### src/rtl/aurora_tx_arbiter.sv
// Packet-level round-robin arbiter sharing one Aurora TX AXI-Stream link between NUM_SRC producers.
// Optional build macro AURORA_TX_ARB_SEQ_APPEND_EN appends a sequence word after every good packet.
module aurora_tx_arbiter #(
  parameter int          NUM_SRC       = 2,
  parameter int          MAX_BEATS     = 256,
  parameter int          STALL_TIMEOUT = 1024,
  parameter logic [31:0] ABORT_WORD    = 32'hDEAD_0000
) (
  input  logic                  m_axis_aclk,
  input  logic                  m_axis_areset,
  input  logic [NUM_SRC-1:0]    s_axis_tvalid,
  input  logic [32*NUM_SRC-1:0] s_axis_tdata,
  input  logic [NUM_SRC-1:0]    s_axis_tlast,
  output logic [NUM_SRC-1:0]    s_axis_tready,
  output logic                  m_axis_tvalid,
  output logic [31:0]           m_axis_tdata,
  output logic                  m_axis_tlast,
  input  logic                  m_axis_tready,
  output logic [2:0]            grant_id,
  output logic                  busy,
  output logic                  err_pulse,
  output logic [15:0]           pkt_count
);

  localparam int BEAT_W  = $clog2(MAX_BEATS + 1);
  localparam int STALL_W = $clog2(STALL_TIMEOUT + 1);

  typedef enum logic [2:0] {
    S_IDLE,
    S_XFER,
    S_ABORT,
    S_DRAIN
`ifdef AURORA_TX_ARB_SEQ_APPEND_EN
    , S_SEQ
`endif
  } state_t;

  state_t               state, state_nxt;
  logic [2:0]           grant_nxt, last_grant, last_nxt;
  logic [BEAT_W-1:0]    beat_cnt, beat_nxt;
  logic [STALL_W-1:0]   stall_cnt, stall_nxt;
  logic [15:0]          pkt_nxt;
  logic                 err_nxt;
  logic                 g_valid, g_last, at_max, rr_found;
  logic [31:0]          g_data;
  logic [2:0]           rr_pick;
  int                   rr_dist, rr_best;

`ifdef AURORA_TX_ARB_SEQ_APPEND_EN
  logic [15:0] seq_ctr, seq_nxt;

  // Sequence numbers skip zero so a receiver can treat 0 as "no sequence".
  function automatic logic [15:0] seq_inc(input logic [15:0] v);
    return (v == 16'hFFFF) ? 16'h0001 : v + 16'h0001;
  endfunction
`endif

  assign busy   = (state != S_IDLE);
  assign at_max = (beat_cnt == BEAT_W'(MAX_BEATS - 1));

  always_comb begin
    g_valid = 1'b0;
    g_data  = '0;
    g_last  = 1'b0;
    for (int i = 0; i < NUM_SRC; i++) begin
      if (grant_id == 3'(i)) begin
        g_valid = s_axis_tvalid[i];
        g_data  = s_axis_tdata[32*i +: 32];
        g_last  = s_axis_tlast[i];
      end
    end
  end

  // Round-robin: smallest rotated distance from last_grant+1 wins.
  always_comb begin
    rr_dist  = 0;
    rr_best  = NUM_SRC;
    rr_pick  = last_grant;
    rr_found = 1'b0;
    for (int i = 0; i < NUM_SRC; i++) begin
      rr_dist = i - int'(last_grant) - 1;
      if (rr_dist < 0) rr_dist = rr_dist + NUM_SRC;
      if (s_axis_tvalid[i] && (rr_dist < rr_best)) begin
        rr_best  = rr_dist;
        rr_pick  = 3'(i);
        rr_found = 1'b1;
      end
    end
  end

  always_comb begin
    state_nxt     = state;
    grant_nxt     = grant_id;
    last_nxt      = last_grant;
    beat_nxt      = beat_cnt;
    stall_nxt     = stall_cnt;
    pkt_nxt       = pkt_count;
    err_nxt       = 1'b0;
    m_axis_tvalid = 1'b0;
    m_axis_tdata  = '0;
    m_axis_tlast  = 1'b0;
    s_axis_tready = '0;
`ifdef AURORA_TX_ARB_SEQ_APPEND_EN
    seq_nxt       = seq_ctr;
`endif
    case (state)
      S_IDLE: begin
        if (rr_found) begin
          grant_nxt = rr_pick;
          beat_nxt  = '0;
          stall_nxt = '0;
          state_nxt = S_XFER;
        end
      end
      S_XFER: begin
        m_axis_tvalid = g_valid;
        m_axis_tdata  = g_data;
`ifdef AURORA_TX_ARB_SEQ_APPEND_EN
        m_axis_tlast  = at_max && !g_last;
`else
        m_axis_tlast  = g_last || at_max;
`endif
        for (int i = 0; i < NUM_SRC; i++)
          s_axis_tready[i] = (grant_id == 3'(i)) && m_axis_tready;
        if (g_valid && m_axis_tready) begin
          stall_nxt = '0;
          beat_nxt  = beat_cnt + 1'b1;
          if (g_last) begin
`ifdef AURORA_TX_ARB_SEQ_APPEND_EN
            state_nxt = S_SEQ;
`else
            pkt_nxt   = pkt_count + 16'd1;
            last_nxt  = grant_id;
            state_nxt = S_IDLE;
`endif
          end else if (at_max) begin
            err_nxt   = 1'b1;
            state_nxt = S_DRAIN;
          end
        end else if (!g_valid) begin
          // Only a silent source counts toward the stall; downstream backpressure does not.
          if (stall_cnt == STALL_W'(STALL_TIMEOUT - 1)) begin
            stall_nxt = '0;
            err_nxt   = 1'b1;
            state_nxt = S_ABORT;
          end else begin
            stall_nxt = stall_cnt + 1'b1;
          end
        end
      end
      S_ABORT: begin
        m_axis_tvalid = 1'b1;
        m_axis_tdata  = ABORT_WORD;
        m_axis_tlast  = 1'b1;
        if (m_axis_tready) state_nxt = S_DRAIN;
      end
      S_DRAIN: begin
        for (int i = 0; i < NUM_SRC; i++)
          s_axis_tready[i] = (grant_id == 3'(i));
        if (g_valid && g_last) begin
          last_nxt  = grant_id;
          state_nxt = S_IDLE;
        end
      end
`ifdef AURORA_TX_ARB_SEQ_APPEND_EN
      S_SEQ: begin
        m_axis_tvalid = 1'b1;
        m_axis_tdata  = {16'h0000, seq_ctr};
        m_axis_tlast  = 1'b1;
        if (m_axis_tready) begin
          seq_nxt   = seq_inc(seq_ctr);
          pkt_nxt   = pkt_count + 16'd1;
          last_nxt  = grant_id;
          state_nxt = S_IDLE;
        end
      end
`endif
      default: state_nxt = S_IDLE;
    endcase
  end

  always_ff @(posedge m_axis_aclk or posedge m_axis_areset) begin
    if (m_axis_areset) begin
      state      <= S_IDLE;
      grant_id   <= '0;
      last_grant <= 3'(NUM_SRC - 1);
      beat_cnt   <= '0;
      stall_cnt  <= '0;
      pkt_count  <= '0;
      err_pulse  <= 1'b0;
`ifdef AURORA_TX_ARB_SEQ_APPEND_EN
      seq_ctr    <= 16'h0001;
`endif
    end else begin
      state      <= state_nxt;
      grant_id   <= grant_nxt;
      last_grant <= last_nxt;
      beat_cnt   <= beat_nxt;
      stall_cnt  <= stall_nxt;
      pkt_count  <= pkt_nxt;
      err_pulse  <= err_nxt;
`ifdef AURORA_TX_ARB_SEQ_APPEND_EN
      seq_ctr    <= seq_nxt;
`endif
    end
  end

endmodule
### config.mk
export PLATFORM = sky130hd
export DESIGN_NAME = aurora_tx_arbiter
export DESIGN_NICKNAME = d
export VERILOG_FILES = /design/src/rtl/aurora_tx_arbiter.sv
export SDC_FILE = /design/constraint.sdc
export NUM_CORES = 1
export LEC_CHECK = 0
export BUFFER_PORTS_ARGS = -buffer_cell sky130_fd_sc_hd__buf_4
export CELL_PAD_IN_SITES_DETAIL_PLACEMENT = 0
export CELL_PAD_IN_SITES_GLOBAL_PLACEMENT = 2
export CORE_ASPECT_RATIO = 0.5
export CORE_MARGIN = 4
export CORE_UTILIZATION = 26
export DETAILED_ROUTE_END_ITERATION = 16
export PLACE_DENSITY = 0.8
export SLEW_MARGIN = 20
export SYNTH_ARGS = -nofsm -noshare
export SYNTH_HDL_FRONTEND = slang
export SYNTH_SLANG_ARGS = --single-unit
export TNS_END_PERCENT = 30
### constraint.sdc
create_clock -name m_axis_aclk -period 5 [get_ports m_axis_aclk]
set_clock_uncertainty 0.1 [all_clocks]
set_input_delay 1 -clock m_axis_aclk [delete_from_list [all_inputs] [get_ports m_axis_aclk]]
set_output_delay 1 -clock m_axis_aclk [all_outputs]
set_load 0.03 [all_outputs]
==> results.yml <==
timing:
  slew_viol_final: 0
  fin_tns_setup_ps: 0
  fmax_mhz: 216
  worstMarginPinSlew_ps: 1010
  rsz0062_at_grt: "false"
  setup_viol: 0
  period_share_pct: 92.6
  max_slew_margin_pct: 32.7
  final-hold-violation-count: 0
  fin_crit_ps: 4630
clock_tree:
  clkTransAtPathRegs_ps: 60
  ctsLongestPathBuffers: 2
  h-tree-depth: 2
  clkLatencyLatePin_ps: 290
  cts_tree: "done"
  cts_buffers: 5
  postCtsHoldBufs: 0
  numClockSinks: 45
  cts-root-buf: "clkbuf_16"
cells_and_area:
  post-route-util_pct: 37.4
  area.sequential_mm2: 0.00113
  multi_input_area_mm2: 0.00228
  finalNetCount: 640
  drive_gt1_share_pct: 29.8
  num_antenna_cells: 0
  final_common_cell: "buf_4"
  layout_common_cells: "135 x buf_4, 49 x nor2_1, 44 x dfrtp_1"
  syn2layout_area_growth_pct: 37.1
  nFillCells: 1345
  stdcell_count: 720
setup_path:
  crit_type: "reg2reg"
  end_kind: "flip-flop"
  r2r_cells: 18
  r2r_end: "stall_cnt[9]$_DFFE_PP0P_"
  cp_max_fo: 10
  startpoint_type: "flip-flop"
  critPathArrivalTime_ps: 4760
  required_ps: 5130
  reg2reg_setup_slack_ps: 370
  worstReg2RegStart: "last_grant[0]$_DFFE_PP1P_"
pwr:
  power_w: 0.00347
  p_leak_nw: 2.29
  p_per_area_mw_per_mm2: 712
  peakVddDrop_mv: 0.257
floorplan:
  die-area_mm2: 0.0157
  die_y_um: 90.7
  start_util_pct: 27.3
  core-area_mm2: 0.0130
  fp.dieW_um: 173
  pin_count: 128
  std_cell_rows: 29
yosys:
  syn-cell-area_mm2: 0.00356
  synth-seq-cells: 45
  avgSynthCellArea_um2: 8.31
  synthArstFlopShare_pct: 100
  synthSimpleGateAreaFrac_pct: 23.1
  yosys_most_used_dff: "dfrtp_1"
  synth-edff-count: 0
  synth-xor-area-share_pct: 6.89
  synth_cell_types: 59
  synth_compound_area_share_pct: 24.4
  synthAdderAreaFrac_pct: 7.03
  yosys_warnings: 0
  synth_top_family_by_area: "compound AO/OA/AOI/OAI gates"
  synthMuxAreaShare_pct: 1.83
  synth_nets: 519
  synth-seq-area-share_pct: 31.7
  netlist_instances: 428
grt:
  grt_max_degree: 46
  antenna_found_initial: 0
  grt_pass1_wl_um: 17300
  grt_remaining_overflow: 0
  grt_usage_pct: 13.1
  grt_pass1_vias: 3296
routing:
  drc: 0
  via_count: 3552
  wirelength_um: 10800
  avgRoutedWirePerCell_um: 15.0
  postRouteAntennaNets: 0
  drt_iter0_drc: 227
  viasPerCell: 4.93
  drt-pass1-iter-count: 4
worst_hold_path:
  hold_depth: 1
  hold_path.class: "reg2reg"
  hold_path_end: "pkt_count[15]$_DFFE_PP0P_"
  hold_path.startpoint: "pkt_count[15]$_DFFE_PP0P_"
placed_design:
  gp_congestion: 0.774
  io_buffers: 127
  dp_hpwl_um: 8330
  placedCellCount: 711
run_status:
  status: "completed"
flow_run:
  cap_violations: 0
worst max-delay path by stage:
stage	start	endpoint	depth (start not counted)
4_1_cts	last_grant[0]$_DFFE_PP1P_	stall_cnt[9]$_DFFE_PP0P_	18
3_3_place_gp	last_grant[0]$_DFFE_PP1P_	stall_cnt[9]$_DFFE_PP0P_	18
6_report	last_grant[0]$_DFFE_PP1P_	stall_cnt[9]$_DFFE_PP0P_	18
2_1_floorplan	last_grant[0]$_DFFE_PP1P_	stall_cnt[9]$_DFFE_PP0P_	21
5_1_grt	last_grant[0]$_DFFE_PP1P_	stall_cnt[9]$_DFFE_PP0P_	18
3_5_place_dp	last_grant[0]$_DFFE_PP1P_	stall_cnt[3]$_DFFE_PP0P_	18
cells by family after synthesis:
kind of cell	after synthesis
AND/OR/NAND/NOR	166
AO/OA/AOI/OAI	125
flip-flops	45
buffers and inverters	38
XOR/XNOR	28
adder cells (fa/ha/maj)	20
multiplexers	6
per-stage QoR:
stage          hold WS [ps]  area [um2]  setup WS [ps]
6_report                374        4880            368
5_1_grt                 398        4880           59.1
4_1_cts                 376        4840           45.5
3_5_place_dp            368        4670           99.0
3_3_place_gp            372        4670            219
2_1_floorplan           383        3560            205
critical path, stage by stage (launching register included):
cell	delay, ps
dfstp_2	550
inv_1	70
ha_1	320
xnor2_1	150
ha_1	250
nor2_1	110
a21oi_2	180
a21boi_4	250
a21oi_1	110
nor2b_2	190
o221ai_1	140
ha_1	300
a211oi_1	250
o211ai_1	160
o21ai_1	230
a221oi_4	160
a211o_2	440
or4_1	520
nand3_1	90
report_power, final:
group,leakage [nW],internal [W],switching [W]
clock network,0.0831,0.000249,0.000142
logic,1.59,0.000994,0.00161
registers,0.608,0.000414,0.0000638
total,2.29,0.00166,0.00181
what timing repair did:
item	in CTS	in global routing
setup buffers	0	1
gates resized for setup	0	6
setup endpoints to repair	0	24
state kept, by name (all words and copies together) (netlist names):
| name | count |
|---|---|
| grant_id | 3 |
| pkt_count | 16 |
| beat_cnt | 9 |
| last_grant | 3 |
| state | 2 |
| stall_cnt | 11 |
| err_pulse | 1 |
layer usage:
layer  vias to the layer above  part of all wire (%)  global-route usage (%)
li1                       1791                     -                       -
met1                      1687                    48                    18.2
met2                        62                    47                    21.0
met3                        12                   3.5                    2.30
met4                         0                   1.3                    3.25
met5                         -                     0                       0
synth_stat cells (4+ instances only):
cell type  instances  area (um2)
a21oi_1           15        75.1
nand2b_1           7        43.8
nand3_1           18        90.1
and3_1             9        56.3
nor2_1            49         184
o31ai_1            5        37.5
dfrtp_1           44        1100
xor2_1             6        52.6
nor3_1             7        35.0
mux2_2             4        45.0
clkbuf_1          14        52.6
ha_1              20         250
nand2_1           39         146
nor2b_1            8        50.1
xnor2_1           22         193
nand4_1            8        50.1
and2_1             7        43.8
a22oi_1           33         248
inv_1             16        60.1
o21ai_0           34         170
buf_6              4        45.0
o211ai_1           4        30.0
area by class of cell:
cell class / count / share of cell area (%)
Inverter: 17 / 1.33
Sequential cell: 45 / 23.1
Multi-Input combinational cell: 345 / 46.8
Tap cell: 170 / 4.36
Clock buffer: 6 / 2.85
Timing Repair Buffer: 135 / 20.8
Clock inverter: 2 / 0.770
(Power assumes the default switching activity.)
